<file path="src/rtl/ram_dp_clr_pkg.sv">
// ----------------------------------------------------------------------------
// ram_dp_clr_pkg
//   Shared types and default sizes for the dual-port clearable RAM.
//   BUS_WIDTH  : default address width (DEPTH = 2**BUS_WIDTH words)
//   DATA_WIDTH : default word width
//   collide_e  : result returned by a same-address read/write in one cycle
//   ramst_e    : clear sequencer state
// ----------------------------------------------------------------------------
package ram_dp_clr_pkg;

  localparam int BUS_WIDTH  = 8;
  localparam int DATA_WIDTH = 8;

  typedef enum logic {
    RD_FIRST = 1'b0,  // read returns the word as it was before the write
    WR_FIRST = 1'b1   // read returns the word being written
  } collide_e;

  typedef enum logic {
    CLEAR = 1'b0,     // sweeping zeros through the array, user port locked out
    READY = 1'b1      // normal read/write service
  } ramst_e;

endpackage : ram_dp_clr_pkg

</file>
<file path="src/rtl/ram_clear_seq.sv">
// ----------------------------------------------------------------------------
// ram_clear_seq
//   Clear sequencer for ram_dp_clr. Walks a counter over every address after
//   reset or on clr_req, requesting a zero write at each, then hands the
//   array back to the user port.
// Ports:
//   clk      in   system clock
//   rst      in   synchronous active-high reset; restarts the sweep at 0
//   clr_req  in   start a new sweep; only honoured in READY
//   busy     out  registered, high while the sweep is in progress
//   clr_we   out  write strobe for the sweep
//   clr_addr out  address being zeroed this cycle
// ----------------------------------------------------------------------------
module ram_clear_seq
  import ram_dp_clr_pkg::*;
#(
  parameter int ADDR_W = BUS_WIDTH
) (
  input  logic              clk,
  input  logic              rst,
  input  logic              clr_req,
  output logic              busy,
  output logic              clr_we,
  output logic [ADDR_W-1:0] clr_addr
);

  localparam int DEPTH = 2 ** ADDR_W;

  // One spare bit so the final address (all ones) is compared against a
  // value that cannot be confused with a wrap back to zero.
  localparam logic [ADDR_W:0] LAST = (ADDR_W + 1)'(DEPTH - 1);

  ramst_e          state;
  logic [ADDR_W:0] cnt;

  // NOTE: every register here is state, so all assignments are non-blocking;
  // blocking assignments would make the result depend on evaluation order.
  always_ff @(posedge clk) begin
    if (rst) begin
      state <= CLEAR;
      cnt   <= '0;
      busy  <= 1'b1;
    end else begin
      case (state)
        CLEAR: begin
          cnt <= cnt + 1'b1;
          if (cnt == LAST) begin
            state <= READY;
            busy  <= 1'b0;
          end
        end
        READY: begin
          if (clr_req) begin
            state <= CLEAR;
            cnt   <= '0;
            busy  <= 1'b1;
          end
        end
        default: begin
          state <= CLEAR;
          cnt   <= '0;
          busy  <= 1'b1;
        end
      endcase
    end
  end

  assign clr_we   = (state == CLEAR);
  assign clr_addr = cnt[ADDR_W-1:0];

endmodule : ram_clear_seq

</file>
<file path="src/rtl/ram_dp_clr.sv">
// ----------------------------------------------------------------------------
// ram_dp_clr
//   Simple dual-port block RAM with a hardware clear sweep and registered
//   debug taps mirroring the lowest N_TAPS words.
// Ports:
//   clk      in   system clock
//   rst      in   synchronous active-high reset; starts a clear sweep
//   clr_req  in   request a full-array clear (READY only)
//   busy     out  high while clearing; rd/wr requests are dropped
//   rd_en    in   read request
//   addr_rd  in   read address
//   data_rd  out  registered read data (holds when no read is accepted)
//   rd_valid out  data_rd was loaded by the read accepted on the last edge
//   wr_en    in   write request
//   addr_wr  in   write address
//   data_wr  in   write data
//   taps     out  word k at [k*DATA_W +: DATA_W] mirrors memory[k]
// ----------------------------------------------------------------------------
module ram_dp_clr
  import ram_dp_clr_pkg::*;
#(
  parameter int       ADDR_W  = BUS_WIDTH,
  parameter int       DATA_W  = DATA_WIDTH,
  parameter int       N_TAPS  = 2,
  parameter collide_e COLLIDE = RD_FIRST
) (
  input  logic                     clk,
  input  logic                     rst,
  input  logic                     clr_req,
  output logic                     busy,
  input  logic                     rd_en,
  input  logic [ADDR_W-1:0]        addr_rd,
  output logic [DATA_W-1:0]        data_rd,
  output logic                     rd_valid,
  input  logic                     wr_en,
  input  logic [ADDR_W-1:0]        addr_wr,
  input  logic [DATA_W-1:0]        data_wr,
  output logic [N_TAPS*DATA_W-1:0] taps
);

  localparam int DEPTH = 2 ** ADDR_W;

  logic              clr_we;
  logic [ADDR_W-1:0] clr_addr;

  // Write port after the clear/user mux.
  logic              we;
  logic [ADDR_W-1:0] waddr;
  logic [DATA_W-1:0] wdata;

  logic re;
  logic collide;

  logic [DATA_W-1:0] mem   [DEPTH];
  logic [DATA_W-1:0] tap_q [N_TAPS];

  ram_clear_seq #(
    .ADDR_W (ADDR_W)
  ) u_clear_seq (
    .clk      (clk),
    .rst      (rst),
    .clr_req  (clr_req),
    .busy     (busy),
    .clr_we   (clr_we),
    .clr_addr (clr_addr)
  );

  // The sweep owns the write port while clearing; requests seen on a reset
  // edge are dropped so the sweep always restarts from a clean state.
  // NOTE: each output gets a default before any branch, so no path leaves a
  // signal unassigned and no latch is inferred.
  always_comb begin
    we    = 1'b0;
    waddr = addr_wr;
    wdata = data_wr;
    if (!rst) begin
      if (clr_we) begin
        we    = 1'b1;
        waddr = clr_addr;
        wdata = '0;
      end else begin
        we = wr_en;
      end
    end
  end

  assign re      = rd_en && !busy && !rst;
  assign collide = re && wr_en && (addr_rd == addr_wr);

  // NOTE: the array has no reset; the clear sweep zeroes it instead, which
  // keeps it a plain write-port memory that maps onto block RAM.
  always_ff @(posedge clk) begin
    if (we) begin
      mem[waddr] <= wdata;
    end
  end

  // Read register. The array read sees the pre-write contents, which is the
  // RD_FIRST behaviour; WR_FIRST bypasses the incoming write data.
  always_ff @(posedge clk) begin
    if (rst) begin
      data_rd  <= '0;
      rd_valid <= 1'b0;
    end else begin
      rd_valid <= re;
      if (re) begin
        if (COLLIDE == WR_FIRST && collide) begin
          data_rd <= data_wr;
        end else begin
          data_rd <= mem[addr_rd];
        end
      end
    end
  end

  // Shadow copies of the low words, loaded from the muxed write port so that
  // clear-sweep writes zero them as well.
  always_ff @(posedge clk) begin
    if (rst) begin
      for (int k = 0; k < N_TAPS; k++) begin
        tap_q[k] <= '0;
      end
    end else begin
      for (int k = 0; k < N_TAPS; k++) begin
        if (we && waddr == ADDR_W'(k)) begin
          tap_q[k] <= wdata;
        end
      end
    end
  end

  for (genvar g = 0; g < N_TAPS; g++) begin : g_taps
    assign taps[g*DATA_W +: DATA_W] = tap_q[g];
  end

endmodule : ram_dp_clr

</file>
<file path="config.mk">
export PLATFORM = sky130hd
export DESIGN_NAME = ram_dp_clr
export DESIGN_NICKNAME = d
export VERILOG_FILES = /design/src/rtl/ram_dp_clr_pkg.sv /design/src/rtl/ram_clear_seq.sv /design/src/rtl/ram_dp_clr.sv
export SDC_FILE = /design/constraint.sdc
export NUM_CORES = 2
export LEC_CHECK = 0
export CORE_MARGIN = 10
export CORE_UTILIZATION = 50
export CTS_BUF_LIST = sky130_fd_sc_hd__clkbuf_8
export DETAILED_ROUTE_END_ITERATION = 16
export DONT_BUFFER_PORTS = 1
export PLACE_DENSITY = 0.67
export SLEW_MARGIN = 20
export SYNTH_ARGS = -nofsm -noshare
export SYNTH_HDL_FRONTEND = slang
export SYNTH_SLANG_ARGS = --single-unit
</file>
<file path="constraint.sdc">
create_clock -name clk -period 7.5 [get_ports clk]
set_input_delay 0.75 -clock clk [delete_from_list [all_inputs] [get_ports clk]]
set_output_delay 0.75 -clock clk [all_outputs]
set_load 0.01 [all_outputs]
</file>
After elaboration in Yosys (flattened, before gate mapping)
Memory sizes are Yosys's and may differ from the RTL's. A register that Yosys moved wholly into a read port is not among the register bits.
Index checks and enable logic that the tools add are counted.
Word-level totals
  bits in latches: 0
  bits in writable memories: 2064
  logic and storage cells: 48
  memories: 2
  ROM bits: 0
  output and inout port bits: 26
  register bits after elaboration: 12
Cells by class
  equality and inequality tests: 4
  shift operators: 0
  multiplexer cells: 26
  multipliers: 0
  $lt $le $gt $ge: 0
  divide/modulo/power cells: 0
  add/sub/neg operators: 1
  bitwise logic cells: 3
  reduce and logical (&&, ||, !) cells: 8
Memories
  mem: words 256, width 8, rd ports 1, clocked after memory_dff 1, write ports 1, line ram_dp_clr.sv:54  | logic [DATA_W-1:0] mem [DEPTH];
  tap_q: words 2, width 8, rd ports 2, clocked after memory_dff 0, write ports 2, line ram_dp_clr.sv:55  | logic [DATA_W-1:0] tap_q [N_TAPS];
Operator list (count)
  2-to-1 mux 8 bit: 6
  one-hot mux 9 bit (2 select lines): 1
  2-to-1 mux 1 bit: 16
  adder 9 x 1 -> 9 bit (second input constant): 1
  == test 9 x 8 -> 1 bit (second input constant): 1
  2-to-1 mux 9 bit: 1
  == test 8 x 1 -> 1 bit (second input constant): 1
  zero test 8 bit: 1
  logical AND 1 bit: 4
  one-hot mux 1 bit (2 select lines): 2
  zero test 1 bit: 2
  inequality test 2 x 1 -> 1 bit (second input constant): 1
  inequality test 2 bit (second input constant): 1
  bitwise OR 1 bit: 2
  AND reduction 2 bit: 1
  NOT 1 bit: 1

Longest topological paths before layout
  depth in word-level cells: 8
  mapped depth: 12
  gate-level depth less buffers: 8

By module
Synthesis repeated with hierarchy kept, for this count alone.
Unflattened totals
  cells, all modules: 4020
  area, all modules: 81313.0 sq um
Modules (own cells, without submodules)
  ram_dp_clr: cells each 3947, area an instance 80714.9 sq um, instances 1
  ram_clear_seq: cells each 73, area an instance 598.1 sq um, instances 1

Worst setup path before layout
No wires, ideal clock.
  kind: in2reg
  start: input rst
  end: memory mem[0][7] (netlist bit) (data pin)
  slack: 2061 ps
  data required time: 6629 ps
  arrival: 4568 ps
  buffers on the path: 2
  stages on the path: 4
  cell sequence: or2_2 -> clkbuf_1 -> clkbuf_1 -> and2_1
Between the ends
  cells in the longest elaborated chain, start to end: 1
RTL lines
  from (decl): line ram_dp_clr.sv:28  | input logic rst,
  2-to-1 mux 8 bit: line ram_dp_clr.sv:76  | if (!rst) begin
  via wdata[7]: line ram_dp_clr.sv:49  | logic [DATA_W-1:0] wdata;
  to (decl): line ram_dp_clr.sv:54
The timed path passes the listed nets, and every way through them passes these cells.

==> impl_metrics.tcl <==
set metrics [dict create \
    tns_ns 0 \
    ys_warn_count 0 \
    cts_buffer_depth 4 \
    cts_buffers 328 \
    std_cell_rows 148 \
    path_class "input port to register" \
    synth_area_leader_cell "edfxtp_1" \
    clkTransAtPathRegs_ns 0.06 \
    tightest_slew_ns 1.27 \
    synth_flop_cell "edfxtp_1" \
    ys_types 67 \
    ios 55 \
    vias 41286 \
    gp_congestion 0.814 \
    synth_edf_count 2064 \
    timing.fmax_ghz 0.201 \
    syn_nets 4194 \
    maxCapViolations 0 \
    crit_arrival_ns 5.78 \
    end_kind "register" \
    route.detailed.drc 0 \
    synth_area_um2 82100 \
    drt_pass1_iterations 6 \
    io_buffers 0 \
    syn_inst 4163 \
    rsz0062_at_grt "false" \
    max_slew_margin_pct 15.4 \
    power_density_nw_per_um2 250 \
    drtAntennaViolNets 0 \
    antenna_found_initial 4 \
    hold_viol_final 0 \
    grt_overflow_total 0 \
    finalNonFillerCells 6695 \
    die_area_um2 181000 \
    cts-root-buf "clkbuf_8" \
    hp-class "input port to register" \
    grt_pass1_wl_um 283000 \
    ys_seq_area_share_pct 76.0 \
    routed_wl_um 194000 \
    viasPerCell 6.17 \
    fill_cells 12370 \
    nNetsFinal 4337 \
    cts.htree.levels 5 \
    grt_pass1_vias 40918 \
    peakVddDrop_mv 0.220 \
    finalCritPeriodShare_pct 66.2 \
    post-route-min-period_ns 4.97 \
    clock_latency_ns 1.00 \
    postSynthAreaPerCell_um2 19.7 \
    gr-usage-all-layers_pct 21.2 \
    critPathMaxFanout 190 \
    yosysTopAreaCellShare_pct 75.5 \
    yosys.cell_count.top_type "edfxtp_1" \
    start_util_pct 50.4 \
    cp-start-kind "input port" \
    ys_seq_elements 2084 \
    skew_ns 0.0627 \
    coreArea_um2 163000 \
    syn_to_final_growth_pct 8.73 \
    dp_slack_ns 2.86 \
    fp.dieW_um 425 \
    grt_start_max_net_pins 514 \
    synth_area_leaders "edfxtp_1 76%, mux4_2 7.8%, mux2i_1 5.3%" \
    setup_ws_ns 2.53 \
    dp_hpwl_um 107000 \
    wl_per_cell_um 29.0 \
    ys_top_cells_by_count "2064 x edfxtp_1, 433 x mux2i_1, 287 x nor2_1, 283 x mux4_2, 120 x o22ai_1" \
    cts_tree "yes" \
    placedCellCount 6136 \
    report.final.slew_viol_count 0 \
    fp.dieH_um 425 \
    status "completed" \
    layout-drive-gt1-share_pct 16.8 \
    clock_sinks 2084 \
    cellLeakagePower_nw 28.9 \
    finalSetupViolCount 0 \
    drt_iter0_markers 4905 \
    cp.required_ns 8.32 \
    synth-async-reset-ratio_pct 0 \
]
state kept, by name, summed over array words and instances (netlist names):
name               count
u_clear_seq.cnt        9
tap_q                 16
rd_valid               1
mem                 2048
u_clear_seq.busy       1
u_clear_seq.state      1
data_rd                8
routing by layer:
| metal | GRT usage, % | part of all wire, % | vias to the layer above |
|---|---|---|---|
| li1 | - | - | 17461 |
| met1 | 30.1 | 41 | 21526 |
| met2 | 32.7 | 47 | 1907 |
| met3 | 4.20 | 8.0 | 390 |
| met4 | 7.59 | 3.4 | 2 |
| met5 | 0 | 0.0067 | - |
through the flow:
| stage | util [%] | cell area [µm²] | total power, mW | hold WS (ns) |
|---|---|---|---|---|
| 5_1_grt | 54.8 | 89200 | 23.0 | 0.0808 |
| 3_5_place_dp | 51.1 | 83300 | 14.0 | 0.481 |
| 2_1_floorplan | - | 82100 | 13.8 | 0.454 |
| 6_report | 54.8 | 89200 | 22.4 | 0.0787 |
| 4_1_cts | 54.6 | 89000 | 22.3 | 0.00809 |
| 3_3_place_gp | 51.1 | 83300 | 13.9 | 0.472 |
report_power, final:
group	internal, mW	switching [mW]
clock	4.29	4.19
sequential	12.8	0.0100
combinational	0.339	0.688
logic make-up (layout without fill, tap and decap cells):
| kind of cell | count (synthesis) | after routing | synth area share (%) |
|---|---|---|---|
| AND/OR/NAND/NOR | 555 | 555 | 3.01 |
| buffers and inverters | 254 | 609 | 2.41 |
| adder cells (fa/ha/maj) | 2 | 2 | 0.0305 |
| other | 0 | 2 | 0 |
| AO/OA/AOI/OAI | 511 | 511 | 4.45 |
| multiplexers | 754 | 754 | 14.1 |
| XOR/XNOR | 3 | 3 | 0.0320 |
| flip-flops | 2084 | 2084 | 76.0 |
final cells by class:
class | instances | area [µm²] | share of cell area, %
sequential | 2084 | 62400 | 69.9
multi-input combinational | 1825 | 17800 | 19.9
clock buffer | 343 | 4720 | 5.29
tap | 2175 | 2720 | 3.05
clock inverter | 199 | 885 | 0.991
timing repair buffer | 62 | 758 | 0.850
inverter | 5 | 21.3 | 0.0238
antenna | 2 | 5.00 | 0.00561
cells in the final DEF (no fill, tap or decap), types with 53 or more instances in the layout:
cell      instances
edfxtp_1       2064
inv_1            98
nor2_1          284
o221ai_1         75
a21oi_1          58
clkinv_1         68
mux2i_1         433
o22ai_1         120
nand2_1         117
a211oi_1         53
mux4_2          283
clkbuf_8        343
worst paths after layout:
path / from / endpoint / slack [ns] / cells after the start
max: addr_rd[1] / data_rd[6] / 2.53 / 9
min: clr_req / u_clear_seq.cnt[5] / 0.08 / 4
max reg2reg: u_clear_seq.state / mem[19][3] / 3.68 / 6
min reg2reg: u_clear_seq.cnt[8] / u_clear_seq.cnt[8] / 0.50 / 2
critical path, cell delays in order:
cell and delay, ns:
buf_16 0.72, buf_16 0.67, buf_16 0.76, mux4_2 0.59, mux2_2 0.31, a221oi_1 0.48
o31ai_1 0.20, a32oi_1 0.73, o41ai_2 0.20
timing repair:
item	in CTS	in global routing
setup endpoints to repair	0	0
resized for setup	0	0
buffers inserted	0	0
hold buffers	7	0
hold endpoints to repair	8	0
Note: power is estimated with default switching activity, not from simulation.
